File: config.mk
export PLATFORM = sky130hd
export DESIGN_NAME = instruction_fetch_queue
export DESIGN_NICKNAME = d
export VERILOG_FILES = /design/src/rtl/instruction_fetch_queue.sv
export SDC_FILE = /design/constraint.sdc
export NUM_CORES = 1
export LEC_CHECK = 0
export ABC_CLOCK_PERIOD_IN_PS = 6300
export CAP_MARGIN = 20
export CORE_MARGIN = 3
export CORE_UTILIZATION = 45
export CTS_CLUSTER_SIZE = 14
export DETAILED_ROUTE_END_ITERATION = 8
export PLACE_DENSITY = 0.67
export SETUP_SLACK_MARGIN = 0.15
export SYNTH_ARGS = -nofsm -noshare
export SYNTH_HDL_FRONTEND = slang
export SYNTH_SLANG_ARGS = --single-unit
File: constraint.sdc
create_clock -name clk -period 6.3 [get_ports clk]
set_clock_uncertainty 0.05 [all_clocks]
set_input_delay 1.26 -clock clk [delete_from_list [all_inputs] [get_ports clk]]
set_output_delay 1.26 -clock clk [all_outputs]
set_load 0.005 [all_outputs]
File: src/rtl/instruction_fetch_queue.sv
// Instruction fetch queue: request/grant fetch with multiple outstanding
// requests, a prefetch circular buffer towards Decode, and redirect handling
// that discards responses still in flight when a flush arrives.
module instruction_fetch_queue #(
  parameter int unsigned     XLEN            = 32,
  parameter logic [XLEN-1:0] RESET_PC        = '0,
  parameter int unsigned     QUEUE_DEPTH     = 4,
  parameter int unsigned     MAX_OUTSTANDING = 2
) (
  input  logic            clk,
  input  logic            rst_n,
  input  logic            flush,
  input  logic [XLEN-1:0] jump_addr,
  output logic            mem_req,
  output logic [XLEN-1:0] mem_addr,
  input  logic            mem_gnt,
  input  logic            mem_rvalid,
  input  logic [XLEN-1:0] mem_rdata,
  output logic            id_valid,
  input  logic            id_ready,
  output logic [XLEN-1:0] id_inst,
  output logic [XLEN-1:0] id_pc
);

  localparam int unsigned CW = $clog2(QUEUE_DEPTH + 1);
  localparam int unsigned PW = $clog2(QUEUE_DEPTH);
  localparam int unsigned SW = CW + 1;

  logic [XLEN-1:0] r_fetch_pc;
  logic [XLEN-1:0] r_resp_pc;
  logic [CW-1:0]   r_count;
  logic [CW-1:0]   r_outstanding;
  logic [CW-1:0]   r_discard;
  logic [PW-1:0]   r_head;
  logic [PW-1:0]   r_tail;
  logic [XLEN-1:0] r_q_inst [QUEUE_DEPTH];
  logic [XLEN-1:0] r_q_pc   [QUEUE_DEPTH];

  logic            w_out_ok;
  logic            w_credit_ok;
  logic            w_req;
  logic            w_gnt;
  logic            w_rsp;
  logic            w_drop;
  logic            w_push;
  logic            w_pop;
  logic [XLEN-1:0] w_jump_aligned;

  // Credit check: never request more than the queue can absorb, counting
  // in-flight requests (including ones that will be discarded).
  assign w_out_ok    = r_outstanding < CW'(MAX_OUTSTANDING);
  assign w_credit_ok = (SW'(r_outstanding) + SW'(r_count)) < SW'(QUEUE_DEPTH);
  assign w_req       = rst_n && !flush && w_out_ok && w_credit_ok;
  assign w_gnt       = w_req && mem_gnt;

  // Responses with nothing outstanding (e.g. strays after reset) are ignored.
  assign w_rsp  = mem_rvalid && (r_outstanding != '0);
  assign w_drop = w_rsp && (r_discard != '0);
  assign w_push = w_rsp && !w_drop && !flush;
  assign w_pop  = id_valid && id_ready && !flush;

  assign w_jump_aligned = {jump_addr[XLEN-1:2], 2'b00};

  assign mem_req  = w_req;
  assign mem_addr = r_fetch_pc;
  assign id_valid = (r_count != '0);
  assign id_inst  = id_valid ? r_q_inst[r_head] : '0;
  assign id_pc    = id_valid ? r_q_pc[r_head]   : '0;

  // Control state: PCs, occupancy, pointers, outstanding and discard credits.
  always_ff @(posedge clk or negedge rst_n) begin
    if (!rst_n) begin
      r_fetch_pc    <= RESET_PC;
      r_resp_pc     <= RESET_PC;
      r_count       <= '0;
      r_outstanding <= '0;
      r_discard     <= '0;
      r_head        <= '0;
      r_tail        <= '0;
    end else begin
      r_outstanding <= r_outstanding + CW'(w_gnt) - CW'(w_rsp);
      if (flush) begin
        r_fetch_pc <= w_jump_aligned;
        r_resp_pc  <= w_jump_aligned;
        r_count    <= '0;
        r_head     <= '0;
        r_tail     <= '0;
        r_discard  <= r_outstanding - CW'(w_rsp);
      end else begin
        if (w_gnt) begin
          r_fetch_pc <= r_fetch_pc + XLEN'(4);
        end
        if (w_push) begin
          r_resp_pc <= r_resp_pc + XLEN'(4);
          r_tail    <= r_tail + PW'(1);
        end
        if (w_drop) begin
          r_discard <= r_discard - CW'(1);
        end
        if (w_pop) begin
          r_head <= r_head + PW'(1);
        end
        r_count <= r_count + CW'(w_push) - CW'(w_pop);
      end
    end
  end

  // Queue storage: written at the tail on push; contents are only visible
  // through the head when the entry is valid, so no reset is needed.
  always_ff @(posedge clk) begin
    if (w_push) begin
      r_q_inst[r_tail] <= mem_rdata;
      r_q_pc[r_tail]   <= r_resp_pc;
    end
  end

  // The credit rule must prevent a push into a full queue without a pop.
  a_no_overflow: assert property (@(posedge clk) disable iff (!rst_n)
    !(w_push && (r_count == CW'(QUEUE_DEPTH)) && !w_pop));

endmodule

==> impl_results.md, run 1 <==
- Outcome: finished, final reports clean
- Register area: 9279 µm²
- DRC violations left: 0
- Port bufs: 161
- Ant diodes: 0
- Achievable Freq: 227.4 MHz
- Final hold viol count: 0
- Share of Yosys cell area claimed by the top area cell type: 54.72%
- Die width: 179.9 µm
- Synth Area in Simple Gates: 10.61%
- Die ar.: 32370 µm²
- Warnings, synthesis: 0
- Post-Synthesis Cells: 858
- Post-synth ARST share: 22.74%
- Nets: 1116
- R2r worst-path depth: 11
- Number of DRC markers in iteration 0: 584
- Syn Area/Cell: 15.86 µm²
- Nature of the critical path endpoint: output port
- Total gr overflow: 0
- Min cycle time layout: 4.398 ns
- Quantity of hold-fixing buffers added after cts: 0
- P&R area growth vs syn: 22.09%
- Resized Gates After CTS: 0
- First-pass GRT wire length: 45000 µm
- Multi-input gate area: 4093 µm²
- Setup bufs post-CTS: 0
- Max cap viols: 0
- Initial antenna violation count: 0
- Combinational group share of total power: 26.3%
- EDFF count, synth: 248
- Hold Path Class: reg -> reg
- Worst slew pin tran: 0.9285 ns
- Largest net degree at the start of global routing: 66
- Routed WL: 28040 µm
- CTS Buffer Depth: 3
- Vias in the first global route: 8055
- Clock Pin Slew Worst Setup and Hold Paths: 0.06 ns
- Critical path type: reg -> out
- Drt pass-1 iters: 5
- Clock network fraction of total power: 29.4%
- Antenna viol nets, final: 0
- Sw Ratio: 25.76%
- XOR/XNOR Fraction of Synth Area: 2.703%
- CTS H-Tree Depth: 1
- Critical Path End: id_inst[14]
- Mapped Area: 13610 µm²
- Final period utilization: 69.80%
- Dominant cell type by area after synthesis: edfxtp_1
- Worst vdd ir: 0.2463 mV
- Clock latency on the worst-skew pair: 0.54 ns
- Met1 global-route usage: 25.39%
- P_sw: 1.508 mW
- Layer with the highest usage: met2
- Critical Path Source: r_head[0]$_DFFE_PN0P_
- Share of layout cells above drive strength 1: 13.81%
- Die Span Y: 179.9 µm
- Adder-cell area share of the yosys netlist: 1.857%
- Routing usage on met2: 27.05%
- Crit path DAT: 3.09 ns
- Synth Flop Type: edfxtp_1
- Startpoint Class: flip-flop
- Vias/cell: 5.529
- Main combinational cell family by area after synthesis: multiplexers
- Leakage power: 5.579 nW
- R2R setup slack: 3.29 ns
- Core Area: 29720 µm²
- Routed len/inst: 19.47 µm
- RSZ-0062 raised after global routing: no
- Worst r2r src: r_count[1]$_DFF_PN0_
- Crit path max fanout: 34
- P_int: 4.347 mW
- Commonest non-fill, non-tap cell in the layout: edfxtp_1
- Data required, critical path: 4.99 ns
- Compound-gate portion of the synthesized area: 3.337%
- Routed via count: 7962
- CTS root buf: clkbuf_16
- Pwr dens: 352.4 nW/µm²
- # setup viols final: 0
- Post-synthesis sequential area ratio: 68.14%
- Mux contribution to synthesized area: 11.41%
- Gr usage total: 17.13%
- Final TNS setup: 0 ns
- Final HPWL DP: 17740 µm
- Seq cells post-synth: 321
- Slew HR: 38.10%
- Routability cong.: 0.8218
- Initial Utilization: 45.80%
- Tot Pwr: 5.856 mW
- Pins Over Slew Limit: 0
- FP Rows: 63
- Commonest cells after routing, fill and taps aside: edfxtp_1 (248), clkdlybuf4s50_1 (159), dfrtp_1 (71), and2_1 (66), mux4_2 (62)
- TritonCTS clock tree: done
- Layout filler cell count: 2336
- Cell variety after synth: 48
- CTS Buf Count: 31
- Seq pwr share: 44.4%
- Clock sink count: 321
- I/O pins: 168
- Worst R2R End: r_outstanding[2]$_DFF_PN0_
- Main area contributors after synthesis: edfxtp_1 (55%), dfrtp_1 (13%), mux4_2 (10%)
- GR Util met3: 3.238%
critical path, cell delays in order, from the launching register on:
cell and delay (ns):
dfrtp_4 0.88, buf_4 0.48, mux4_2 0.55, and2_1 0.19, clkdlybuf4s50_1 0.44
Yosys cell counts, drive strengths merged (2+ instances only):
library cell / count
ha: 17
nor3: 11
nor4: 9
a31oi: 6
o21ai: 37
nor2b: 3
edfxtp: 248
xor2: 13
a21oi: 5
and3: 12
and4: 6
fa: 2
buf: 12
o211ai: 9
or3: 6
o31a: 2
nand2b: 2
nor2: 28
mux4: 62
nand2: 56
xnor2: 29
nand3: 38
o311ai: 7
clkbuf: 33
and2: 66
dfrtp: 73
nand4: 22
a41oi: 3
mux2: 13
inv: 18
power by group through the flow:
stage                     Combinational, mW  Sequential, mW  Clock (mW)
after floorplan                       0.852            2.55           0
after global placement                 1.53            2.64           0
after detailed placement               1.55            2.64           0
after CTS                              1.55            2.60        1.77
after global routing                   1.68            2.62        1.86
final                                  1.54            2.60        1.72
routing by layer:
| layer | part of all wire [%] | routed length (µm) | vias to the layer above |
|---|---|---|---|
| li1 | - | - | 3633 |
| met1 | 45 | 12750 | 4022 |
| met2 | 46 | 13020 | 275 |
| met3 | 6.7 | 1880 | 32 |
| met4 | 1.4 | 386 | 0 |
| met5 | 0 | 0 | - |
kinds of logic (layout without fill, tap and decap cells):
family | Yosys count | in the layout
adders and majority gates | 19 | 19
and+or+nand+nor | 263 | 263
muxes | 76 | 76
xor gates and xnor gates | 42 | 42
AOI/OAI and AO/OA | 73 | 73
other | 1 | 4
DFF | 321 | 321
buffers and inverters | 63 | 252
sequential cells by signal (all words and copies together), names as in the netlist:
signal,flops
r_q_pc,120
r_count,3
mem_addr,30
r_discard,3
r_tail,2
r_q_inst,128
r_outstanding,3
r_head,2
r_resp_pc,30
worst min-delay path by stage:
stage	cells past startpoint	end	slack (ns)	start
2_1_floorplan	0	r_q_pc[0][31]$_DFFE_PP_	0.43	r_resp_pc[31]$_DFFE_PN0N_
3_3_place_gp	0	r_q_pc[3][31]$_DFFE_PP_	0.48	r_resp_pc[31]$_DFFE_PN0N_
3_5_place_dp	2	r_discard[1]$_DFFE_PN0P_	0.48	r_discard[1]$_DFFE_PN0P_
4_1_cts	2	r_discard[1]$_DFFE_PN0P_	0.50	r_discard[1]$_DFFE_PN0P_
5_1_grt	2	r_discard[1]$_DFFE_PN0P_	0.51	r_discard[1]$_DFFE_PN0P_
6_report	2	r_discard[1]$_DFFE_PN0P_	0.49	r_discard[1]$_DFFE_PN0P_
metrics by stage:
step	utilization [%]	hold slack [ns]	instance area (µm²)	setup slack (ns)	cells
after floorplan	-	0.4342	13620	2.208	861
after global placement	52.68	0.4791	15650	2.021	1382
after detailed placement	52.68	0.4849	15650	1.986	1382
after CTS	55.83	0.5049	16590	1.799	1438
after global routing	55.91	0.5136	16620	1.703	1440
final	55.91	0.4947	16620	1.902	1440
cell type report:
cell class / count / share of cell area, %
Inverter: 18 / 0.4066
Tap cell: 390 / 2.937
Multi-Input combinational cell: 477 / 24.63
Clock buffer: 46 / 5.068
Clock inverter: 10 / 0.5723
Sequential cell: 321 / 55.84
Timing Repair Buffer: 178 / 10.54
No activity file was read; power rests on OpenSTA's default activity.
==> inputs of run 2 (changes only) <==
--- a/config.mk
+++ b/config.mk
@@ -5,13 +5,13 @@
 export SDC_FILE = /design/constraint.sdc
 export NUM_CORES = 1
 export LEC_CHECK = 0
-export ABC_CLOCK_PERIOD_IN_PS = 6300
+export ABC_CLOCK_PERIOD_IN_PS = 4000
 export CAP_MARGIN = 20
 export CORE_MARGIN = 3
 export CORE_UTILIZATION = 45
 export CTS_CLUSTER_SIZE = 14
 export DETAILED_ROUTE_END_ITERATION = 8
-export PLACE_DENSITY = 0.67
+export PLACE_DENSITY = 0.69
 export SETUP_SLACK_MARGIN = 0.15
 export SYNTH_ARGS = -nofsm -noshare
 export SYNTH_HDL_FRONTEND = slang
==> constraint.sdc (replaced) <==
create_clock -name clk -period 4 [get_ports clk]
set_clock_uncertainty 0.05 [all_clocks]
set_input_delay 0.8 -clock clk [delete_from_list [all_inputs] [get_ports clk]]
set_output_delay 0.8 -clock clk [all_outputs]
set_load 0.005 [all_outputs]
==> run 2 against run 1 <==
Compared with the run above:
- sequential power rose by 56%
- final area rose by 1.5%
- cell count rose by 0.69%
- total power rose by 63%
- first-iteration DRC count fell by 7.2%
- worst setup slack got worse by 1.4 ns
- routed wire length rose by 0.30%
- core utilization rose by 0.81 points
- count of clock-buffer cells in the layout fell by 1
- global-route usage rose by 0.17 points
- worst hold slack got worse by 0.38 ns
- critical path type unchanged
- largest cell class unchanged
- largest power group unchanged
==> impl_results.md, run 2 (synthesis results as in run 1) <==
- Crit path max fanout: 27
- Gr usage total: 17.30%
- Worst vdd ir: 0.2590 mV
- Share of layout cells above drive strength 1: 15.00%
- Setup bufs post-CTS: 0
- Initial antenna violation count: 0
- TritonCTS clock tree: done
- Clock sink count: 321
- M1 WL: 12850 µm
- CTS root buf: clkbuf_16
- RSZ-0062 raised after global routing: no
- Routed via count: 7942
- Max reg flops: 128
- Data required, critical path: 3.15 ns
- Slew HR: 44.96%
- Final Util: 56.73%
- Drt pass-1 iters: 4
- Nature of the critical path endpoint: output port
- Total gr overflow: 0
- Vias/cell: 5.477
- Initial Utilization: 45.80%
- Number of DRC markers in iteration 0: 542
- Final period utilization: 88.08%
- Top flop regs: r_q_inst: 128 flops, r_q_pc: 120 flops
- Final TNS setup: 0 ns
- Max cap viols: 0
- First-pass GRT wire length: 45130 µm
- Final hold viol count: 0
- Worst slew pin tran: 0.8256 ns
- Min cycle time layout: 3.523 ns
- Die Span Y: 179.9 µm
- Ant diodes: 0
- Quantity of hold-fixing buffers added after cts: 0
- Achievable Freq: 283.8 MHz
- DRC violations left: 0
- Core Area: 29720 µm²
- Post-Place Cells: 1389
- Vias in the first global route: 8130
- Die ar.: 32370 µm²
- CTS H-Tree Depth: 2
- Leakage power: 5.698 nW
- Layout filler cell count: 2327
- Nets: 1125
- Commonest cells after routing, fill and taps aside: edfxtp_1 (248), clkdlybuf4s50_1 (159), dfrtp_1 (71), and2_1 (66), mux4_2 (62)
- Pwr dens: 564.7 nW/µm²
- Largest net degree at the start of global routing: 66
- # setup viols final: 0
- Routed len/inst: 19.40 µm
- Final HPWL DP: 17770 µm
- Pins Over Slew Limit: 0
- Outcome: finished, final reports clean
- Routed WL: 28130 µm
- P&R area growth vs syn: 23.87%
- Port bufs: 161
- Most flops, register: r_q_inst
- Top Layer Used: met4
- Clock Pin Slew Worst Setup and Hold Paths: 0.06 ns
- Commonest non-fill, non-tap cell in the layout: edfxtp_1
- Critical path type: reg -> out
- Die width: 179.9 µm
- CTS Buffer Depth: 3
- Routability cong.: 0.8537
- Clock latency on the worst-skew pair: 0.50 ns
- Hold Path Class: in -> async
- CTS Buf Count: 35
- Met2 WL: 13100 µm
- Crit path DAT: 2.67 ns
- FP Rows: 63
- I/O pins: 168
- Startpoint Class: flip-flop
- Final Non-Filler Cells: 1450
- WL met3: 1743 µm
- Resized Gates After CTS: 0
- Antenna viol nets, final: 0
==> run 2: cell types whose count changed in the layout (fill, tap and decap cells not counted), sizes merged <==
| cell | previous run | this run |
|---|---|---|
| buf | 19 | 24 |
| bufinv | 2 | 1 |
| clkbuf | 46 | 45 |
| clkinv | 7 | 15 |
| clkinvlp | 1 | 0 |
==> run 2: routing by layer <==
metal,track usage (%),up-vias
li1,-,3648
met1,25.26,3995
met2,27.31,265
met3,3.460,34
met4,3.868,0
met5,0,-
==> run 2: cell type report <==
| class | count | area (µm²) | share of cell area, % |
|---|---|---|---|
| multi-input combinational | 477 | 4093 | 24.28 |
| tap | 390 | 488.0 | 2.895 |
| sequential | 321 | 9279 | 55.04 |
| inverter | 18 | 67.56 | 0.4008 |
| clock buffer | 45 | 975.9 | 5.789 |
| timing repair buffer | 183 | 1854 | 11.00 |
| clock inverter | 16 | 100.1 | 0.5938 |
==> run 2: worst paths after layout <==
kind | start | to | slack [ns] | cells past startpoint
max | r_head[0]$_DFFE_PN0P_ | id_pc[16] | 0.48 | 4
min | rst_n | mem_addr[10]$_DFFE_PN0P_ | 0.11 | 1
max reg2reg | r_count[1]$_DFF_PN0_ | r_count[2]$_DFF_PN0_ | 1.05 | 11
min reg2reg | r_resp_pc[31]$_DFFE_PN0N_ | r_q_pc[2][31]$_DFFE_PP_ | 0.49 | 0
max in group asynchronous | rst_n | r_head[0]$_DFFE_PN0P_ | 2.60 | 2
min in group clk | r_resp_pc[31]$_DFFE_PN0N_ | r_q_pc[2][31]$_DFFE_PP_ | 0.49 | 0
==> run 2: through the flow <==
stage	worst slack, ns	power, mW	hold WS (ns)	cell area (µm²)
2_1_floorplan	0.3682	5.353	0.4342	13620
3_3_place_gp	0.8029	6.627	0.4693	15780
3_5_place_dp	0.7745	6.669	0.4747	15780
4_1_cts	0.3980	9.677	0.1025	16860
5_1_grt	0.2930	10.04	0.1041	16860
6_report	0.4768	9.520	0.1120	16860
==> run 2: worst max-delay path: stages, from the launching register on <==
cell	delay, ns
dfrtp_4	0.68
buf_12	0.30
mux4_2	0.54
and2_1	0.17
clkdlybuf4s50_1	0.49
==> run 2: power by group <==
group	switching [mW]	leakage [nW]	internal, mW
Sequential	0.238	3.12	3.82
Combinational	1.00	2.05	1.48
Clock	1.20	0.527	1.78
Total	2.44	5.70	7.08
